<file path="config.mk">
export PLATFORM = sky130hd
export DESIGN_NAME = writeback_unit
export DESIGN_NICKNAME = d
export VERILOG_FILES = /design/src/rtl/mips_pkg.sv /design/src/rtl/wb_fifo.sv /design/src/rtl/writeback_unit.sv
export SDC_FILE = /design/constraint.sdc
export NUM_CORES = 1
export LEC_CHECK = 0
export ABC_AREA = 1
export ABC_CLOCK_PERIOD_IN_PS = 2750
export BUFFER_PORTS_ARGS = -buffer_cell sky130_fd_sc_hd__buf_2
export CAP_MARGIN = 5
export CORE_MARGIN = 5
export CORE_UTILIZATION = 45
export CTS_CLUSTER_SIZE = 20
export DETAILED_ROUTE_END_ITERATION = 16
export PLACE_DENSITY = 0.66
export SYNTH_ARGS = -nofsm -noshare
export SYNTH_HDL_FRONTEND = slang
export SYNTH_SLANG_ARGS = --single-unit
</file>
<file path="constraint.sdc">
create_clock -name clk -period 2.75 [get_ports clk]
set_input_delay 0.1375 -clock clk [delete_from_list [all_inputs] [get_ports clk]]
set_output_delay 0.1375 -clock clk [all_outputs]
set_load 0.03 [all_outputs]
</file>
<file path="src/rtl/mips_pkg.sv">
// Shared datapath widths and the writeback queue entry layout.
package mips_pkg;
  localparam int DATA_W = 16;
  localparam int REG_W  = 3;

  typedef struct packed {
    logic [REG_W-1:0]  rd;
    logic [DATA_W-1:0] data;
  } wb_entry_t;
endpackage

</file>
<file path="src/rtl/wb_fifo.sv">
// Circular writeback queue: two pushes (push0 older) and one pop per cycle,
// with the raw entry array exposed so the caller can search it for forwarding.
module wb_fifo
  import mips_pkg::*;
#(
  parameter  int DEPTH = 4,
  localparam int PW    = $clog2(DEPTH),
  localparam int CW    = PW + 1
) (
  input  logic                  clk,
  input  logic                  rst_n,
  input  logic                  push0,
  input  wb_entry_t             push0_entry,
  input  logic                  push1,
  input  wb_entry_t             push1_entry,
  input  logic                  pop,
  output wb_entry_t             head,
  output logic [CW-1:0]         count,
  output logic [PW-1:0]         rd_ptr,
  output wb_entry_t [DEPTH-1:0] entries
);
  wb_entry_t [DEPTH-1:0] mem;
  logic [PW-1:0]         wr_ptr;
  wb_entry_t             first;
  logic [1:0]            n_push;

  always_comb begin
    first  = push0 ? push0_entry : push1_entry;
    n_push = {1'b0, push0} + {1'b0, push1};
  end

  always_ff @(posedge clk) begin
    if (!rst_n) begin
      wr_ptr <= '0;
      rd_ptr <= '0;
      count  <= '0;
    end else begin
      wr_ptr <= wr_ptr + PW'(n_push);
      rd_ptr <= rd_ptr + PW'(pop);
      count  <= count + CW'(n_push) - CW'(pop);
    end
  end

  // Storage is left unreset; only pointers define what is valid.
  always_ff @(posedge clk) begin
    if (push0 || push1) mem[wr_ptr] <= first;
    if (push0 && push1) mem[wr_ptr + PW'(1)] <= push1_entry;
  end

  assign head    = mem[rd_ptr];
  assign entries = mem;
endmodule

</file>
<file path="src/rtl/writeback_unit.sv">
// Register-file writeback arbiter: queues ALU/load results, drops r0, writes one per cycle.
// Optional forwarding lookup is built when WRITEBACK_FWD_EN is defined.
module writeback_unit #(
  parameter  int DATA_W = mips_pkg::DATA_W,
  parameter  int DEPTH  = 4,
  localparam int CW     = $clog2(DEPTH) + 1
) (
  input  logic              clk,
  input  logic              rst_n,
  input  logic              alu_valid,
  input  logic [2:0]        alu_rd,
  input  logic [DATA_W-1:0] alu_data,
  input  logic              mem_valid,
  input  logic [2:0]        mem_rd,
  input  logic [DATA_W-1:0] mem_data,
  output logic              in_ready,
  output logic              RegWrite,
  output logic [2:0]        write_register,
  output logic [DATA_W-1:0] write_data,
  input  logic [2:0]        fwd_rs,
  output logic              fwd_hit,
  output logic [DATA_W-1:0] fwd_data,
  output logic [CW-1:0]     pending
);
  import mips_pkg::*;

  localparam int            PW       = $clog2(DEPTH);
  localparam logic [CW-1:0] MAX_FILL = CW'(DEPTH - 2);

  logic                  acc_mem, acc_alu, q_pop;
  wb_entry_t             mem_e, alu_e, q_head;
  logic [PW-1:0]         q_rd_ptr;
  wb_entry_t [DEPTH-1:0] q_entries;

  // Two free slots guarantee both producers can land in the same cycle.
  assign in_ready = rst_n && (pending <= MAX_FILL);
  assign acc_mem  = mem_valid && in_ready && (mem_rd != '0);
  assign acc_alu  = alu_valid && in_ready && (alu_rd != '0);
  assign mem_e    = '{rd: mem_rd, data: mem_data};
  assign alu_e    = '{rd: alu_rd, data: alu_data};
  assign q_pop    = (pending != '0);

  wb_fifo #(.DEPTH(DEPTH)) u_fifo (
    .clk        (clk),
    .rst_n      (rst_n),
    .push0      (acc_mem),
    .push0_entry(mem_e),
    .push1      (acc_alu),
    .push1_entry(alu_e),
    .pop        (q_pop),
    .head       (q_head),
    .count      (pending),
    .rd_ptr     (q_rd_ptr),
    .entries    (q_entries)
  );

  always_ff @(posedge clk) begin
    if (!rst_n) begin
      RegWrite       <= 1'b0;
      write_register <= '0;
      write_data     <= '0;
    end else if (q_pop) begin
      RegWrite       <= 1'b1;
      write_register <= q_head.rd;
      write_data     <= q_head.data;
    end else begin
      RegWrite       <= 1'b0;
    end
  end

`ifdef WRITEBACK_FWD_EN
  logic [PW-1:0] fwd_idx;

  // Output register is oldest, then queue oldest->youngest; last match wins.
  always_comb begin
    fwd_hit  = 1'b0;
    fwd_data = '0;
    fwd_idx  = '0;
    if (fwd_rs != '0) begin
      if (RegWrite && (write_register == fwd_rs)) begin
        fwd_hit  = 1'b1;
        fwd_data = write_data;
      end
      for (int i = 0; i < DEPTH; i++) begin
        fwd_idx = q_rd_ptr + PW'(i);
        if ((CW'(i) < pending) && (q_entries[fwd_idx].rd == fwd_rs)) begin
          fwd_hit  = 1'b1;
          fwd_data = q_entries[fwd_idx].data;
        end
      end
    end
  end
`else
  logic unused_fwd;
  assign unused_fwd = ^{fwd_rs, q_rd_ptr, q_entries};
  assign fwd_hit    = 1'b0;
  assign fwd_data   = '0;
`endif
endmodule

</file>
==> summary by stage <==
Outcome
The run finished with clean final reports.

Timing
Based on the critical path, the design can be clocked at up to 396 MHz. Setup violations remaining at the end of the flow were counted as 0. Adding up every negative setup slack in the final design gives 0 ps. The worst pin sits at a relative slew slack of 45.8%. The final critical-path required period is 2530 ps.

The count of final hold-check violations is 0. After layout, the worst path uses 91.9% of the clock period. The worst setup margin is 223 ps. The tightest hold path in the finished design has a slack of 91.8 ps.

For the pin with the worst max-slew slack, the measured transition is 808 ps. The number of slew-limit violations in the final report is 0. Setup repair after global routing left no endpoint under its margin.

On the final layout, the worst clock skew is 7.48 ps.

Clocking
The number of hold buffers added after CTS was 0. Clock tree synthesis inserted a total of 9 buffers. The number of clock sinks is 103.

Clock-pin slew was measured on the worst setup and hold paths at 70 ps. The cell at the root of the clock tree is sky130_fd_sc_hd__clkbuf_16. The clock tree synthesis step divided the H-tree into 3 levels. The buffer depth of the longest clock path is 2. For the worst-skew pair, the clock arrives at the later sink with an insertion delay of 350 ps. TritonCTS built the clock tree.

Synth
The biggest area contributor in the post-synthesis netlist is sky130_fd_sc_hd__dfxtp_1. The fraction of registers with async set or reset after synthesis is 0%. The synthesized design contains 103 register bits. In the post-synthesis netlist, the biggest area contributors are sky130_fd_sc_hd__dfxtp_1 38%, sky130_fd_sc_hd__a21oi_1 14%, sky130_fd_sc_hd__nor2_1 9.5%, sky130_fd_sc_hd__nand3_1 7.4%, sky130_fd_sc_hd__o21ai_0 6.9%. The count of warnings emitted by yosys is 0.

The cell with the most instances after synthesis is sky130_fd_sc_hd__a21oi_1. The area share of the leading cell type in the synthesized netlist is 37.6%. For this run, the leading register cell type out of synthesis is sky130_fd_sc_hd__dfxtp_1. The netlist area before placement is 5480 um2. The number of enable flip-flop cells after synthesis is 0. The average cell area after synthesis is 6.90 um2. Sequential cells were found to cover 37.6% of the synthesized design area. The synthesized netlist cell count is 794. After synthesis, the most frequently instantiated cells are 154 x sky130_fd_sc_hd__a21oi_1, 139 x sky130_fd_sc_hd__nor2_1, 103 x sky130_fd_sc_hd__dfxtp_1.

The number of distinct library cells after synthesis is 27.

Placed design
Routability-driven placement finished with a final weighted congestion of 0.837. In this run, placement finished with an instance count of 975. Before CTS, the worst setup slack after placement is 203 ps. The port buffer count is 65. Once detailed placement completed, the half-perimeter wirelength came to 10.8 mm.

GRT
The global-route congestion overflow total is 0. The most congested layer reported by global routing is met2. In the global route stage, overall resource usage came out at 23.8%. The first global-routing pass estimated 27.1 mm of wire.

The number of global-route vias before repair is 5091. The pin count of the biggest net entering global routing is 40. The routing usage on met3 is 4.07%. The initial antenna violation count is 0. For met1 alone, demand over resource in global routing was 32.2%. Global routing consumed, on the met2 layer, 37.9% of the routing resources.

Floorplan
The placeable core region is 12000 um2. 86 I/O pins were placed. The floorplan has 40 rows.

The width of the chip is 120 um. The starting utilization of the core area is 45.8%. The height of the die is 120 um.

The die covers 14500 um2.

Final layout
In the final design database the tool counted 892 nets. The total inserted antenna cells is 0. The count of fill cells added during filler insertion is 1208. The area growth from synthesis to final layout is 13.0%. Leaving out filler cells and counting taps, the final layout contains 990. Cells with a size suffix above 1 make up 14.4% of the layout.

Pwr
The cell area power density is 1100 nW/um2. The analysis attributes to net switching a power of 2.72 mW. The internal power summed over all cells is 4.12 mW. In this run, the combinational gates consume 42.0% of the power. The switching part of the total power is 39.7%.

The share of power burned in registers is 36.3%. The maximum VDD drop is 434 uV. Overall power consumption after layout is estimated at 6.84 mW. The clock network is responsible for 21.8% of the overall power. Summed over all cells, the static leakage comes to 2.88 nW.

Critical path
The path type of the worst setup path is reg2reg. The worst setup path is captured at a register. The required time of the critical path is 2990 ps.

The data arrival time of the worst path is 2760 ps. The top fanout value on the critical path is 4. STA classifies the critical path startpoint as a register. In this run the register-to-register setup slack is 220 ps.

Worst hold path
The type of the most critical hold path is in2reg.

Routing
The remaining antenna violation count is 0. The first detailed-routing pass ran for 5 iterations. The per-cell via count in the routed design is 5.59.

The detailed-route DRC error count is 0. The number of DRC violations after detailed-routing iteration 0 is 730. After detailed routing, the average wire length per cell comes to 17.5 um. The routed design has 17.3 mm of wire. For this block, the via count after detailed routing is 5530.

Run
The count of maximum capacitance violations is 0.
-- layout make-up --
class	instances	area, um2	area share [%]
Clock inverter	3	90.1	1.46
Inverter	87	327	5.28
Clock buffer	12	256	4.14
Timing Repair Buffer	85	475	7.68
Sequential cell	103	2060	33.3
Multi-Input combinational cell	553	2800	45.2
Tap cell	147	184	2.97
-- sequential cells by signal, summed over array words and instances, names as in the netlist --
register,cells
RegWrite,1
write_data,16
u_fifo.wr_ptr,2
u_fifo.count,3
u_fifo.entries,76
write_register,3
u_fifo.rd_ptr,2
-- routing by layer --
metal	routed length (um)	part of all wire, %
met5	0	0
met4	375	2.2
met3	1570	9.1
met2	7650	44
met1	7700	45
-- cells in the final DEF (no fill, tap or decap), types with 7 or more instances in the layout --
master,n
sky130_fd_sc_hd__conb_1,17
sky130_fd_sc_hd__inv_1,79
sky130_fd_sc_hd__o21bai_1,19
sky130_fd_sc_hd__nand2_4,10
sky130_fd_sc_hd__o21ai_0,75
sky130_fd_sc_hd__buf_2,65
sky130_fd_sc_hd__clkinv_1,8
sky130_fd_sc_hd__buf_4,20
sky130_fd_sc_hd__dfxtp_1,103
sky130_fd_sc_hd__nand2_1,13
sky130_fd_sc_hd__a21oi_1,154
sky130_fd_sc_hd__nand3_1,81
sky130_fd_sc_hd__ha_1,7
sky130_fd_sc_hd__nor2_1,139
sky130_fd_sc_hd__clkbuf_16,9
sky130_fd_sc_hd__nand2_2,9
sky130_fd_sc_hd__nand4_1,19
-- cells by family (layout without fill, tap and decap cells) --
| group | Yosys count | after routing | synth area share, % |
|---|---|---|---|
| other | 1 | 17 | 0.0684 |
| adders and majority gates | 8 | 8 | 1.96 |
| and+or+nand+nor | 275 | 275 | 23.6 |
| AOI/OAI and AO/OA | 251 | 251 | 23.8 |
| xor gates and xnor gates | 2 | 2 | 0.320 |
| buffers and inverters | 154 | 187 | 12.7 |
| DFF | 103 | 103 | 37.6 |
-- critical path, stage by stage (launching register included) --
cell and delay, ps:
sky130_fd_sc_hd__dfxtp_1 340, sky130_fd_sc_hd__inv_1 90, sky130_fd_sc_hd__nand2_2 80, sky130_fd_sc_hd__nor2_4 190
sky130_fd_sc_hd__nand3_2 170, sky130_fd_sc_hd__inv_1 100, sky130_fd_sc_hd__ha_1 190, sky130_fd_sc_hd__inv_1 100
sky130_fd_sc_hd__ha_1 300, sky130_fd_sc_hd__inv_1 60, sky130_fd_sc_hd__fa_1 430, sky130_fd_sc_hd__xor2_1 170
sky130_fd_sc_hd__o21ai_0 150, sky130_fd_sc_hd__a21oi_1 50
-- repair_timing --
action | 4_1_cts | 5_1_grt
setup endpoints to repair | 0 | 1
endpoints found under the hold margin | 0 | 0
resized for setup | 0 | 2
buffers inserted | 0 | 0
-- stage by stage --
| stage | util, % | cell area, um2 |
|---|---|---|
| final | 51.7 | 6190 |
| after global placement | 48.8 | 5830 |
| after detailed placement | 48.8 | 5830 |
| after global routing | 51.7 | 6190 |
| after CTS | 51.7 | 6180 |
| after floorplan | - | 5540 |
-- path summary, 6_finish.rpt --
path                         from            endpoint  cells past startpoint
setup / recovery  u_fifo.count[2]     u_fifo.count[2]                     13
hold / removal        alu_data[1]  u_fifo.entries[39]                      3
setup reg to reg  u_fifo.count[2]     u_fifo.count[2]                     13
hold reg to reg   u_fifo.count[2]     u_fifo.count[2]                      1
-- power by group through the flow --
| stage | Sequential (mW) | Combinational [mW] | Clock (mW) |
|---|---|---|---|
| 2_1_floorplan | 2.69 | 1.88 | 0 |
| 3_3_place_gp | 2.48 | 2.76 | 0 |
| 3_5_place_dp | 2.50 | 2.84 | 0 |
| 4_1_cts | 2.47 | 2.85 | 1.49 |
| 5_1_grt | 2.55 | 3.23 | 1.57 |
| 6_report | 2.48 | 2.87 | 1.49 |
(Power assumes the default switching activity.)
